[config.mk]
export PLATFORM = sky130hd
export DESIGN_NAME = dffram_bus_adapter
export DESIGN_NICKNAME = d
export VERILOG_FILES = /design/src/rtl/dffram_bus_adapter.sv
export SDC_FILE = /design/constraint.sdc
export NUM_CORES = 1
export LEC_CHECK = 0
export ABC_AREA = 1
export ABC_CLOCK_PERIOD_IN_PS = 4700
export CORE_ASPECT_RATIO = 1.1
export CORE_MARGIN = 5
export CORE_UTILIZATION = 44
export DETAILED_ROUTE_END_ITERATION = 16
export PLACE_DENSITY = 0.76
export SYNTH_ARGS = -nofsm -noshare
export SYNTH_HDL_FRONTEND = slang
export SYNTH_SLANG_ARGS = --single-unit
[constraint.sdc]
create_clock -name clk_i -period 4.7 [get_ports clk_i]
set_input_delay 0.47 -clock clk_i [delete_from_list [all_inputs] [get_ports clk_i]]
set_output_delay 0.47 -clock clk_i [all_outputs]
set_load 0.05 [all_outputs]
[src/rtl/dffram_bus_adapter.sv]
// Valid/ready front end for a 4096x32 DFFRAM.
// Byte-addressed requests go to the RAM port in the cycle they are accepted.
// The 1-cycle read latency is absorbed by a one-entry stage register.
// In-order responses wait in a small FIFO, so the consumer may stall without losing data.
module dffram_bus_adapter #(
    parameter int unsigned ADDR_W    = 12,
    parameter int unsigned RSP_DEPTH = 3
) (
    input  logic              clk_i,
    input  logic              rst_ni,
    input  logic              req_valid_i,
    output logic              req_ready_o,
    input  logic              req_we_i,
    input  logic [31:0]       req_addr_i,
    input  logic [3:0]        req_be_i,
    input  logic [31:0]       req_wdata_i,
    output logic              rsp_valid_o,
    input  logic              rsp_ready_i,
    output logic [31:0]       rsp_rdata_o,
    output logic              rsp_err_o,
    output logic              ram_en_o,
    output logic [3:0]        ram_we_o,
    output logic [31:0]       ram_di_o,
    output logic [ADDR_W-1:0] ram_a_o,
    input  logic [31:0]       ram_do_i
);

    localparam int unsigned CNT_W = $clog2(RSP_DEPTH + 1);
    localparam int unsigned PTR_W = $clog2(RSP_DEPTH);

    // Outstanding responses: stage-1 entry plus FIFO entries.
    logic [CNT_W-1:0] count;
    logic [CNT_W-1:0] count_nxt;

    // Stage-1 register: tracks the request whose RAM read data arrives this cycle.
    logic             s1_valid;
    logic             s1_we;
    logic             s1_err;

    // Response FIFO storage and pointers.
    logic [31:0]      fifo_rdata [RSP_DEPTH];
    logic             fifo_err   [RSP_DEPTH];
    logic [PTR_W-1:0] wr_ptr;
    logic [PTR_W-1:0] rd_ptr;
    logic [CNT_W-1:0] fill;
    logic [CNT_W-1:0] fill_nxt;

    logic             accept;
    logic             req_err;
    logic             push;
    logic             pop;
    logic             fifo_empty;
    logic [31:0]      push_rdata;

    // Request side: acceptance, address checking and the RAM port drive.
    always_comb begin
        req_ready_o = 1'b0;
        accept      = 1'b0;
        req_err     = 1'b0;
        ram_en_o    = 1'b0;
        ram_we_o    = 4'b0;
        req_ready_o = rst_ni & (count < CNT_W'(RSP_DEPTH));
        accept      = req_valid_i & req_ready_o;
        req_err     = (req_addr_i[1:0] != 2'b00) |
                      (req_addr_i[31:ADDR_W+2] != '0);
        ram_en_o    = accept & ~req_err;
        ram_we_o    = (ram_en_o & req_we_i) ? req_be_i : 4'b0;
        ram_a_o     = req_addr_i[ADDR_W+1:2];
        ram_di_o    = req_wdata_i;
    end

    // Response side: FIFO head, push/pop and the next values of the counters.
    always_comb begin
        fifo_empty  = (fill == '0);
        rsp_valid_o = rst_ni & ~fifo_empty;
        pop         = rsp_valid_o & rsp_ready_i;
        push        = s1_valid;
        push_rdata  = (s1_valid & ~s1_we & ~s1_err) ? ram_do_i : 32'h0;
        rsp_rdata_o = rsp_valid_o ? fifo_rdata[rd_ptr] : 32'h0;
        rsp_err_o   = rsp_valid_o ? fifo_err[rd_ptr] : 1'b0;
        count_nxt   = count + CNT_W'(accept) - CNT_W'(pop);
        fill_nxt    = fill + CNT_W'(push) - CNT_W'(pop);
    end

    // Control state: outstanding count, stage-1 tracking and FIFO pointers.
    always_ff @(posedge clk_i) begin
        if (!rst_ni) begin
            count    <= '0;
            s1_valid <= 1'b0;
            s1_we    <= 1'b0;
            s1_err   <= 1'b0;
            wr_ptr   <= '0;
            rd_ptr   <= '0;
            fill     <= '0;
        end else begin
            count    <= count_nxt;
            s1_valid <= accept;
            s1_we    <= req_we_i;
            s1_err   <= req_err;
            fill     <= fill_nxt;
            if (push) begin
                wr_ptr <= (wr_ptr == PTR_W'(RSP_DEPTH - 1)) ? '0 : wr_ptr + PTR_W'(1);
            end
            if (pop) begin
                rd_ptr <= (rd_ptr == PTR_W'(RSP_DEPTH - 1)) ? '0 : rd_ptr + PTR_W'(1);
            end
        end
    end

    // FIFO payload storage; it is never reset because the fill level guards reads.
    always_ff @(posedge clk_i) begin
        if (rst_ni && push) begin
            fifo_rdata[wr_ptr] <= push_rdata;
            fifo_err[wr_ptr]   <= s1_err;
        end
    end

    // The outstanding count bounds the FIFO, so a push into a full FIFO indicates a design bug.
    assert property (@(posedge clk_i) disable iff (!rst_ni)
        !(push && !pop && (fill == CNT_W'(RSP_DEPTH))));

endmodule

[Word level (Yosys, flattened, before mapping)]
Memories as Yosys holds them, arrays and structs flattened. A register that Yosys moved wholly into a read port is not among the register bits.
Index checks and enable logic that the tools add are counted.
Word-level totals
  memory bits (writable): 99
  word-level logic and storage cells: 47
  memories kept: 2
  output and inout port bits: 84
  flip-flop bits (word level): 11
Memories
  fifo_rdata: words 3, width 32, read ports 1, clocked after Yosys merged registers in 1, write ports 1, RTL line 41  | logic [31:0] fifo_rdata [RSP_DEPTH];
  fifo_err: words 3, width 1, read ports 1, clocked after Yosys merged registers in 1, write ports 1, RTL line 42  | logic fifo_err [RSP_DEPTH];
Operators by class
  order comparisons: 1
  bitwise logic cells: 13
  muxes and demuxes: 12
  reductions and logical operators: 4
  equal/unequal tests: 2
  $add $sub $neg: 6
Operators with widths (number)
  $mux 32: 2
  $reduce_bool 18->1: 1
  $mux 2: 6
  $and 1x1->1: 8
  $add 2x1->2: 2
  $add 2x1->2 const B: 2
  $eq 2x2->1 const B: 2
  $mux 4: 1
  $not 1->1: 4
  $sub 2x1->2: 2
  $mux 1: 3
  $logic_not 2->1: 1
  $lt 2x2->1 const B: 1
  $reduce_bool 2->1: 1
  $logic_and 1x1->1: 1
  $or 1x1->1: 1

[Longest topological paths before layout]
Gate-level depths: netlist (run 1).
  depth after elaboration: 6
  gate-level depth with buffers: 11

[Least setup slack after synthesis (run 1)]
OpenSTA, ideal clock, no wires.
  path type: input to register
  start point: in rst_ni
  end point: mem fifo_err[2], enable pin
  arrival: 3.003 ns
  setup slack: 1.232 ns
  data required time: 4.236 ns
  cell stages on the path: 3
  path buffers: 1
  cells stage by stage: buf_4 -> nand2_1 -> nor3_1
On the way
  cells in the longest elaborated chain, start to end: 3
RTL lines
  start: declaration: RTL line 10  | input logic rst_ni,
  $logic_and 1x1->1: RTL line 112  | if (rst_ni && push) begin
  $mux 1: RTL line 112
  $mux 1 (implied by the code): RTL line 114  | fifo_err[wr_ptr] <= s1_err;
  end: declaration: RTL line 42
Every way passes these cells.

[Worst setup path after layout (run 1)]
  start point: in rst_ni
  end point: out rsp_rdata_o[20]
On the way
  cells in the longest elaborated chain, start to end: 2
RTL lines
  $and 1x1->1: RTL line 75  | rsp_valid_o = rst_ni & ~fifo_empty;
  $mux 32: RTL line 79  | rsp_rdata_o = rsp_valid_o ? fifo_rdata[rd_ptr] : 32'h0;
  end: declaration: RTL line 19  | output logic [31:0] rsp_rdata_o,
Every way passes these cells.

==> reports/metrics.yaml, run 1 <==
outcome: "completed"
routedWlPerCell_um: 16.2
start_util: 0.453
cts.clk_slew.worst_paths_ns: 0.07
cts.sinks: 112
drt_iter0_markers: 146
highest_layer: "met4"
rows: 40
nNetsFinal: 610
wl_met1_um: 4120
cp_max_fo: 34
coreArea_um2: 11000
post-cts-setup-buffer-count: 0
grt_antenna_before_repair: 0
met3_wirelength_um: 679
crit_cells: 6
finalSetupViolCount: 0
worst-r2r-cell-count: 2
seq_area_frac_synth: 0.648
cts_buffer_depth: 2
hp-class: "flip-flop to flip-flop"
crit_chain: "clkdlybuf4s50_1 > inv_4 > nor2_4 > o21ai_0 > a31oi_1 > clkdlybuf4s50_1"
rsz0062_at_grt: "no"
p_leak_nw: 2.21
tns_ns: 0
tightestPinTransition_ns: 1.27
r2r-end: "fifo_rdata[1][31]$_DFFE_PP_"
grtUsageTotal: 0.152
hold_path_depth: 2
fin_crit_ns: 3.69
fmax_mhz: 271
globalRouteOverflowTotal: 0
p_per_area_nw_per_um2: 364
critPathTopFamily: "buffers and inverters"
vias_per_cell: 4.97
crit_top_cell: "clkdlybuf4s50_1"
synth_fp_nets: 562
worstSkewPairLatency_ns: 0.34
dieArea_um2: 13600
cts_buffers: 9
synth_area_um2: 4990
htreeDepth: 3
grt_pass1_vias: 3360
path_buf_inv: 3
wirelength_um: 10600
grt_pass1_wl_um: 16200
cts_tree: "built"
rrSetupSlack_ns: 2.85
post-route-period-util: 0.785
port_buffers: 100
yosysWarnings: 0
timing.rr.start: "push$_SDFF_PN0_"
vias: 3244
drv_slew: 0
slowest_stage: "clkdlybuf4s50_1"
critPathMaxStageDelay_ns: 0.85
ir_worst_vdd_mv: 0.169
ios: 189
die_h_um: 122
ant_nets: 0
final_area_um2: 6040
max_slew_margin: 0.153
dp_hpwl_um: 6670
cp.required_ns: 4.23
diodes: 0
post_cts_resized: 0
gp_congestion: 0.698
maxCapViolCount: 0
root_buffer: "clkbuf_16"
hp-start: "count[1]$_SDFF_PN0_"
synth_cell_types: 29
report.power.total_w: 0.00220
holdPathEnd: "count[1]$_SDFF_PN0_"
cts_hold_buffers: 0
arrival_ns: 3.22
synth_cells: 453
grt_start_max_net_pins: 67
hold_slack_ns: 0.482
route.met2.wl_um: 5280
final.setup_skew_ns: 0.00860
critPathLaunchType: "primary input"
drive_gt1_frac: 0.0791
area_growth_pct: 21.1
syn_area_per_cell_um2: 11.0
fin_util: 0.549
ys_ff_latch: 112
crit_path_end_kind: "primary output"
drc_errors: 0
placed_area_um2: 5750
critPathKind: "primary input to primary output"
first_pass_iters: 4
finalHoldViolations: 0
die_w_um: 112
how the worst max path moves through the flow:
stage / startpoint / end / slack [ns]
6_report: rst_ni / rsp_rdata_o[20] / 1.01
5_1_grt: rst_ni / rsp_rdata_o[5] / 0.86
4_1_cts: rst_ni / rsp_rdata_o[20] / 1.03
3_5_place_dp: rst_ni / rsp_rdata_o[20] / 1.04
3_3_place_gp: rst_ni / rsp_rdata_o[10] / 1.05
2_1_floorplan: rst_ni / fifo_err[2]$_DFFE_PP_ / 1.23
cells in the mapped netlist, drive strengths merged:
library cell  number  share of area
xnor2              2         0.0035
or3                1         0.0013
clkbuf             8         0.0060
nor3               1         0.0010
or2                1         0.0013
nor2              53          0.048
ha                 4          0.010
a21oi              3         0.0038
inv               54          0.041
and2               2         0.0028
nand4              1         0.0013
edfxtp            99           0.60
nand3              3         0.0030
dfxtp             13          0.052
a31oi             33          0.041
buf               58          0.087
o22ai              2         0.0025
nand2             77          0.058
o21ai             37          0.037
nor3b              1         0.0025
per-layer routing:
| metal | vias to the layer above | GRT usage |
|---|---|---|
| li1 | 1572 | - |
| met2 | 101 | 0.268 |
| met3 | 47 | 0.0308 |
| met4 | 0 | 0.0951 |
| met1 | 1524 | 0.168 |
| met5 | - | 0 |
where the power goes:
part	internal [W]	switching, W
registers	0.00110	0.00000975
clock network	0.000373	0.000347
logic	0.000133	0.000238
total	0.00161	0.000595
cell type report:
| class | instances | area (um2) |
|---|---|---|
| Clock inverter | 6 | 62.6 |
| Sequential cell | 112 | 3230 |
| Inverter | 54 | 205 |
| Fill cell | 958 | 4970 |
| Multi-Input combinational cell | 221 | 1100 |
| Tap cell | 147 | 184 |
| Clock buffer | 10 | 229 |
| Timing Repair Buffer | 103 | 1020 |
tightest hold or removal path, cell delays in order (launching register included):
cell,delay [ns]
dfxtp_1,0.32
inv_1,0.06
a21oi_1,0.05
state kept, by name (all words and copies together), names as in the netlist, named ones only:
signal      count
fifo_rdata     96
fifo_err        3
count           2
fill            2
rd_ptr          2
wr_ptr          2
push            1
s1_err          1
s1_we           1
layout by cell type (no fill, tap or decap), types with 3 or more instances in the layout:
cell type        count
nor2_2              10
clkdlybuf4s50_1    100
nor2_1              39
clkbuf_16            9
buf_4                3
nand2_1             77
nand3_1              3
nor2_4               4
dfxtp_1             13
edfxtp_1            99
o21ai_0             35
inv_1               51
a31oi_1             33
ha_1                 4
clkinv_4             3
cell families after synthesis:
| logic type | share of synthesized area |
|---|---|
| compound gates | 0.0848 |
| xor+xnor | 0.00351 |
| fa+ha+maj | 0.0100 |
| buf+inv | 0.134 |
| flops | 0.648 |
| simple gates | 0.119 |
per-stage QoR:
stage / worst slack (ns) / std cells
2_1_floorplan: 1.23 / 453
3_3_place_gp: 1.05 / 637
3_5_place_dp: 1.04 / 637
4_1_cts: 1.03 / 653
5_1_grt: 0.861 / 653
6_report: 1.01 / 653
Power figures use the tool's default switching activity.
==> run 2, diff against run 1 <==
Settings changed: ABC_CLOCK_PERIOD_IN_PS 4700 to 3800.
Clock period 4.7 ns to 3.8 ns, I/O delays scaled along.
==> run 2 against run 1 <==
  * Routed wire length is 0.60% higher
  * Utilization is 0.44 points lower
  * Clock-buffer cell count stayed put
  * Combinational power is 22% higher
  * Die area stayed put
  * Non-clock buffer count is 5 higher
  * Setup slack worse by 0.15 ns
  * Critical path depth is 2 lower
  * Register-to-register slack worse by 0.84 ns
  * Critical path type unchanged
  * Total power is 24% higher
  * Sequential power is 23% higher
==> reports/metrics.yaml, run 2 (same netlist as run 1, synthesis figures left out) <==
outcome: "completed"
cts.clk_slew.worst_paths_ns: 0.06
fmax_mhz: 340
worstSkewPairLatency_ns: 0.34
largestRegisters: "fifo_rdata x96, fifo_err x3"
post-route-period-util: 0.773
cts_hold_buffers: 0
grt_antenna_before_repair: 0
nFillCells: 957
globalRouteOverflowTotal: 0
cts_tree: "built"
cts_buffers: 9
finalHoldViolations: 0
rrSetupSlack_ns: 2.01
gp_congestion: 0.775
cts.sinks: 112
tns_ns: 0
final.setup_skew_ns: 0.00679
p_per_area_nw_per_um2: 456
drt_iter0_markers: 162
coreArea_um2: 11000
vias: 3296
die_h_um: 122
diodes: 0
p_leak_nw: 2.29
largest_register: "fifo_rdata"
root_buffer: "clkbuf_16"
drv_slew: 0
drive_gt1_frac: 0.147
grt_start_max_net_pins: 67
highest_layer: "met4"
grt_pass1_vias: 3319
layout_commonest_cell: "edfxtp_1"
largest_reg_flops: 96
post_cts_resized: 0
wirelength_um: 10700
die_w_um: 112
vias_per_cell: 5.01
cp.required_ns: 3.42
grtUsageTotal: 0.154
hp-class: "flip-flop to flip-flop"
area_growth_pct: 20.2
grt_pass1_wl_um: 16300
placed_area_um2: 5710
arrival_ns: 2.56
routedWlPerCell_um: 16.2
final_cell_mix: "99 x edfxtp_1, 77 x nand2_1, 67 x clkdlybuf4s50_1"
met3_wirelength_um: 675
critPathKind: "primary input to primary output"
max_slew_margin: 0.192
wl_met1_um: 4190
crit_path_end_kind: "primary output"
critPathLaunchType: "primary input"
first_pass_iters: 5
start_util: 0.453
ios: 189
finalSetupViolCount: 0
nNetsFinal: 615
post-cts-setup-buffer-count: 0
final_area_um2: 5990
cts_buffer_depth: 2
rsz0062_at_grt: "no"
fin_crit_ns: 2.94
maxCapViolCount: 0
ant_nets: 0
ir_worst_vdd_mv: 0.199
htreeDepth: 3
port_buffers: 100
dp_hpwl_um: 7030
route.met2.wl_um: 5240
rows: 40
tightestPinTransition_ns: 1.21
dieArea_um2: 13600
cp_max_fo: 23
drc_errors: 0
[run 2: changes by cell type in the layout (fill, tap and decap cells not counted), sizes merged]
| cell | delta |
|---|---|
| buf | +38 |
| clkdlybuf4s50 | -33 |
| inv | -1 |
| bufinv | +1 |
[run 2: path summary, 6_finish.rpt]
| path | from | to | depth (start not counted) |
|---|---|---|---|
| worst max-delay path | rst_ni | rsp_valid_o | 4 |
| worst min-delay path | count[1]$_SDFF_PN0_ | count[1]$_SDFF_PN0_ | 2 |
| worst max register to register | push$_SDFF_PN0_ | fifo_rdata[1][3]$_DFFE_PP_ | 3 |
| worst min register to register | count[1]$_SDFF_PN0_ | count[1]$_SDFF_PN0_ | 2 |
[run 2: critical path, cell delays in order]
cell and delay (ns):
clkdlybuf4s50_1 0.68, inv_4 0.09, nor2_4 0.48, clkdlybuf4s50_1 0.91
[run 2: final cells by class]
cell class / instances / area (um2) / area share
flip-flops and latches: 112 / 3230 / 0.539
multi-input cells: 221 / 1100 / 0.184
repair buffers: 108 / 978 / 0.163
clock buffers: 10 / 229 / 0.0382
inverters: 54 / 205 / 0.0342
well taps: 147 / 184 / 0.0307
clock inverters: 6 / 58.8 / 0.00981
[run 2: metal layers]
layer	GRT usage	vias up
met5	0	-
met3	0.0348	54
met2	0.278	102
met4	0.0981	0
met1	0.164	1558
li1	-	1582
[run 2: per-stage QoR]
step / std cells / total power (W) / setup WS (ns) / util / hold WS, ns
after floorplan: 453 / 0.00181 / 0.422 / - / 0.437
after global placement: 642 / 0.00184 / 0.891 / 0.518 / 0.468
after detailed placement: 642 / 0.00186 / 0.871 / 0.518 / 0.493
after CTS: 658 / 0.00276 / 0.868 / 0.544 / 0.505
after global routing: 658 / 0.00283 / 0.750 / 0.544 / 0.522
final: 658 / 0.00273 / 0.861 / 0.544 / 0.511
[run 2: power breakdown]
group          switching, W  total (W)  internal [W]  leakage (nW)
combinational      0.000296   0.000453      0.000157          1.13
sequential        0.0000120    0.00137       0.00136          1.03
clock              0.000398   0.000906      0.000508         0.140
total              0.000706    0.00273       0.00202          2.29
==> edit 1 (config.mk and constraints of run 1) <==
Change the parameter `RSP_DEPTH` from 3 to 2.
--- a/src/rtl/dffram_bus_adapter.sv
+++ b/src/rtl/dffram_bus_adapter.sv
@@ -6,3 +6,3 @@
     parameter int unsigned ADDR_W    = 12,
-    parameter int unsigned RSP_DEPTH = 3
+    parameter int unsigned RSP_DEPTH = 2
 ) (
Function: changed (a bounded check fails within 4 cycles, from zero or initial values and one cycle with rst_ni low).
==> edit 1 against run 1 <==
Final area is 21% lower; worst setup slack better by 510 ps; wire length is 29% lower; power is 26% lower; synthesized area is 23% lower; highest routed layer unchanged; critical path type unchanged; sequential cell count is 36 lower; non-clock buffer count is 1 lower; die area is 21% lower.
==> edit 1: results (changes against run 1) <==
stage,metric,value,unit,change
status,status,completed,,unchanged
logic_synthesis,Synth Register Bits,76,,was 112
cells_and_area,clock network share of area,4.28,%,was 4.83%
logic_synthesis,Synth warnings,0,,unchanged
cells_and_area,area of the multi-input gates,945,µm²,was 1100 µm²
placement,HPWL Detailed,5560,µm,was 6670 µm
critical_path,r2r endpoint,count[1],,was fifo_rdata[1][31]
cells_and_area,Fill cells,718,,was 958
global_routing,first-pass GRT wire length,11800,µm,"was 16,200 µm"
cells_and_area,Final nets,529,,was 610
cells_and_area,buffering overhead,21.2,%,was 16.9%
critical_path,Worst R2R Start,fill[1],,was push
critical_path,crit path from,rst_ni,,unchanged
critical_path,Reg2Reg Depth,10,,was 2
routing,via count,2422,,"was 3,244"
logic_synthesis,distinct cell type count after synthesis,24,,was 29
global_routing,number of global-route vias before repair,2528,,"was 3,360"
cells_and_area,layout cells sized above 1,16.5,%,was 7.91%
critical_path,Worst R2R Setup Slack,2730,ps,was 2850 ps
placement,placed cells,520,,was 637
critical_path,Worst setup endpoint,rsp_rdata_o[1],,was rsp_rdata_o[20]
logic_synthesis,Syn Nets,471,,was 562
timing,max_slew headroom,35.5,%,was 15.3%
routing,Iter 0 DRT Violations,65,,was 146
power,Worst VDD drop,0.000202,V,was 0.000169 V
global_routing,largest net degree at the start of global routing,36,,was 67
cells_and_area,Largest register FFs,64,,was 96
logic_synthesis,sequential area share after synthesis,56.8,%,was 64.8%
logic_synthesis,number of synthesized flops with an enable pin,66,,was 99
cells_and_area,Non-clk bufs,102,,was 103
min_path,Hold Path Depth,0,,was 2
logic_synthesis,Area contributors post-synth,"edfxtp_1 52%, mux2_2 9.7%, buf_4 9.2%",,"was edfxtp_1 60%, buf_4 7.2%, nand2_1 5.8%"
power,switching power,0.434,mW,was 0.595 mW
placement,GPL Wtd Cong,0.737,,was 0.698
power,Seq power,0.774,mW,was 1.11 mW
timing,clock skew,6.00,ps,was 8.60 ps
cells_and_area,Reg area,2180,µm²,was 3230 µm²
global_routing,Total GRT Usage,14.1,%,was 15.2%
cells_and_area,Multi-In Gates,149,,was 221
placement,DP Worst Slack,1470,ps,was 1040 ps
routing,vias per cell,4.53,,was 4.97
logic_synthesis,synthesized area per cell,10.6,µm²,was 11.0 µm²
logic_synthesis,top post-synthesis cells by count,"79 x inv_1, 66 x edfxtp_1, 47 x buf_4",,"was 99 x edfxtp_1, 77 x nand2_1, 52 x inv_1"
power,Leak,2.11,nW,was 2.21 nW
logic_synthesis,most used flip-flop cell after synthesis,edfxtp_1,,unchanged
cts,CTS root buf,clkbuf_8,,was clkbuf_16
routing,DR WL/cell,14.1,µm,was 16.2 µm
timing,Final Cycle Share,67.5,%,was 78.5%
critical_path,crit path DAT,2700,ps,was 3220 ps
power,comb pwr,0.343,mW,was 0.372 mW
critical_path,crit-path max FO,35,,was 34
cells_and_area,Inverters excl. clock,82,,was 54
[edit 1: cell count changes in the layout (fill, tap and decap cells not counted), moves of 4 or more]
cell	delta
clkbuf_16	-9
dfxtp_1	-4
a31oi_1	-33
edfxtp_1	-33
nand2_1	-35
mux2_2	+33
inv_1	+28
clkbuf_8	+9
o21ai_0	-33
[edit 1: metrics by stage]
step	hold WS (ps)	total power, mW	instance area [µm²]
global placement	424	1.13	4590
detailed placement	433	1.14	4590
CTS	451	1.65	4800
finish	449	1.63	4800
floorplan	419	1.11	3840
global route	462	1.70	4800
[edit 1: logic make-up (layout without fill, tap and decap cells)]
kind of cell             after synthesis  count (layout)  synth area share, %
buffers and inverters                137             199                 18.9
AO/OA/AOI/OAI                          5               5                0.652
XOR/XNOR                               3               3                0.684
AND/OR/NAND/NOR                      104             104                 12.0
multiplexers                          33              33                 9.68
flip-flops                            76              76                 56.8
adder cells (fa/ha/maj)                4               4                 1.30
[edit 1: critical path: stages]
cell,delay (ps)
clkdlybuf4s50_1,600
inv_2,170
nor2_8,440
nand2_1,110
inv_1,100
clkdlybuf4s50_1,810
[edit 1: worst min path at each step]
stage / to / slack (ps) / startpoint
after CTS: fifo_err[0] / 450 / s1_err
after detailed placement: fifo_err[0] / 430 / s1_err
after global placement: fifo_err[0] / 420 / s1_err
after global routing: fifo_err[0] / 460 / s1_err
after floorplan: fifo_err[0] / 420 / s1_err
final: fifo_err[0] / 450 / s1_err
[edit 1: layer usage]
| layer | vias up | global-route usage (%) | part of all wire, % |
|---|---|---|---|
| li1 | 1187 | - | - |
| met1 | 1103 | 13.3 | 34 |
| met2 | 114 | 26.5 | 54 |
| met3 | 18 | 5.61 | 10 |
| met4 | 0 | 6.24 | 1.9 |
| met5 | - | 0 | 0 |
==> edit 2 (config.mk and constraints of run 1) <==
Made on the original files. Register the output `rsp_err_o`, with the module's reset; this adds one clock of latency there. The other outputs are not delayed to match.
--- a/src/rtl/dffram_bus_adapter.sv
+++ b/src/rtl/dffram_bus_adapter.sv
@@ -29,2 +29,4 @@
     localparam int unsigned PTR_W = $clog2(RSP_DEPTH);
+
+    logic rsp_err_d;
 
@@ -79,3 +81,3 @@
         rsp_rdata_o = rsp_valid_o ? fifo_rdata[rd_ptr] : 32'h0;
-        rsp_err_o   = rsp_valid_o ? fifo_err[rd_ptr] : 1'b0;
+        rsp_err_d   = rsp_valid_o ? fifo_err[rd_ptr] : 1'b0;
         count_nxt   = count + CNT_W'(accept) - CNT_W'(pop);
@@ -121,2 +123,10 @@
 
+    always_ff @(posedge clk_i) begin
+        if (!rst_ni) begin
+            rsp_err_o <= '0;
+        end else begin
+            rsp_err_o <= rsp_err_d;
+        end
+    end
+
 endmodule
Function: changed (Yosys sat finds a counterexample within 4 cycles, from zero or initial values and one cycle with rst_ni low).
==> edit 2 against run 1 <==
Sequential cell count up 1; wire length up 7.8%; clock power up 82%; power up 27%; critical endpoint is now rsp_rdata_o[28]; sequential share of layout area down 2.6 points; worst setup slack better by 96 ps; synthesized area up 0.45%; final area up 5.8%.
==> edit 2: results (changes against run 1) <==
stage,metric,value,unit,change
logic_synthesis,Syn Nets,566,,was 562
critical_path,Reg2Reg Depth,10,,was 2
global_routing,GR Layer Usage met3,6.76,%,was 3.08%
global_routing,GR Layer Usage met2,30.8,%,was 26.8%
placement,GPL Wtd Cong,0.776,,was 0.698
logic_synthesis,Area contributors post-synth,"edfxtp_1 59%, buf_4 7.0%, nand2_1 6.1%",,"was edfxtp_1 60%, buf_4 7.2%, nand2_1 5.8%"
cells_and_area,layout cells sized above 1,10.2,%,was 7.91%
logic_synthesis,Post-Synth XOR/XNOR Area,0.350,%,was 0.351%
logic_synthesis,post-synthesis compound-gate area fraction,8.32,%,was 8.48%
routing,met2 WL,6090,µm,was 5280 µm
global_routing,number of global-route vias before repair,3613,,"was 3,360"
cts,Clock Pin Slew Worst Setup and Hold Paths,50,ps,was 70 ps
logic_synthesis,sequential area share after synthesis,64.9,%,was 64.8%
cts,worst-skew pair later-pin latency,400,ps,was 340 ps
timing,worst-margin pin slew,1150,ps,was 1270 ps
critical_path,Worst R2R Setup Slack,2610,ps,was 2850 ps
timing,minimum clock period,3590,ps,was 3690 ps
placement,HPWL Detailed,7220,µm,was 6670 µm
global_routing,largest net degree at the start of global routing,65,,was 67
placement,DP Worst Slack,1160,ps,was 1040 ps
power,clk pwr,1.31,mW,was 0.720 mW
critical_path,crit-path max FO,33,,was 34
critical_path,crit path DAT,3120,ps,was 3220 ps
critical_path,Worst R2R Start,fill[1],,was push
logic_synthesis,area share of fa/ha/maj cells after synthesis,0.999,%,was 1.00%
power,Worst VDD drop,0.000197,V,was 0.000169 V
routing,vias per cell,4.97,,about the same
timing,clock skew,11.1,ps,was 8.60 ps
global_routing,Total GRT Usage,17.2,%,was 15.2%
cts,H-tree levels,4,,was 3
status,status,completed,,unchanged
power,Flop pwr share,40.2,%,was 50.4%
-- edit 2: layout make-up --
| cell class | count | area (µm²) |
|---|---|---|
| Inverter | 55 | 206 |
| Multi-Input combinational cell | 224 | 1110 |
| Timing Repair Buffer | 103 | 1020 |
| Sequential cell | 113 | 3250 |
| Clock inverter | 14 | 189 |
| Clock buffer | 18 | 429 |
| Fill cell | 911 | 4670 |
| Tap cell | 147 | 184 |
-- edit 2: critical path, stage by stage (launching register included) --
cell             delay (ps)
dfxtp_1                 290
buf_4                   250
inv_1                   890
nand2_1                 110
a31oi_1                 310
clkdlybuf4s50_1         860
-- edit 2: stage by stage --
stage,hold WS [ps],cells,area [µm²]
after floorplan,437,457,5010
after global placement,448,642,5780
after detailed placement,471,642,5780
after CTS,490,674,6390
after global routing,504,674,6390
final,488,674,6390
-- edit 2: final timing paths --
path | endpoint
worst max-delay path | rsp_rdata_o[28]
worst min register to register | count[1]
worst min-delay path | count[1]
worst max register to register | fill[1]
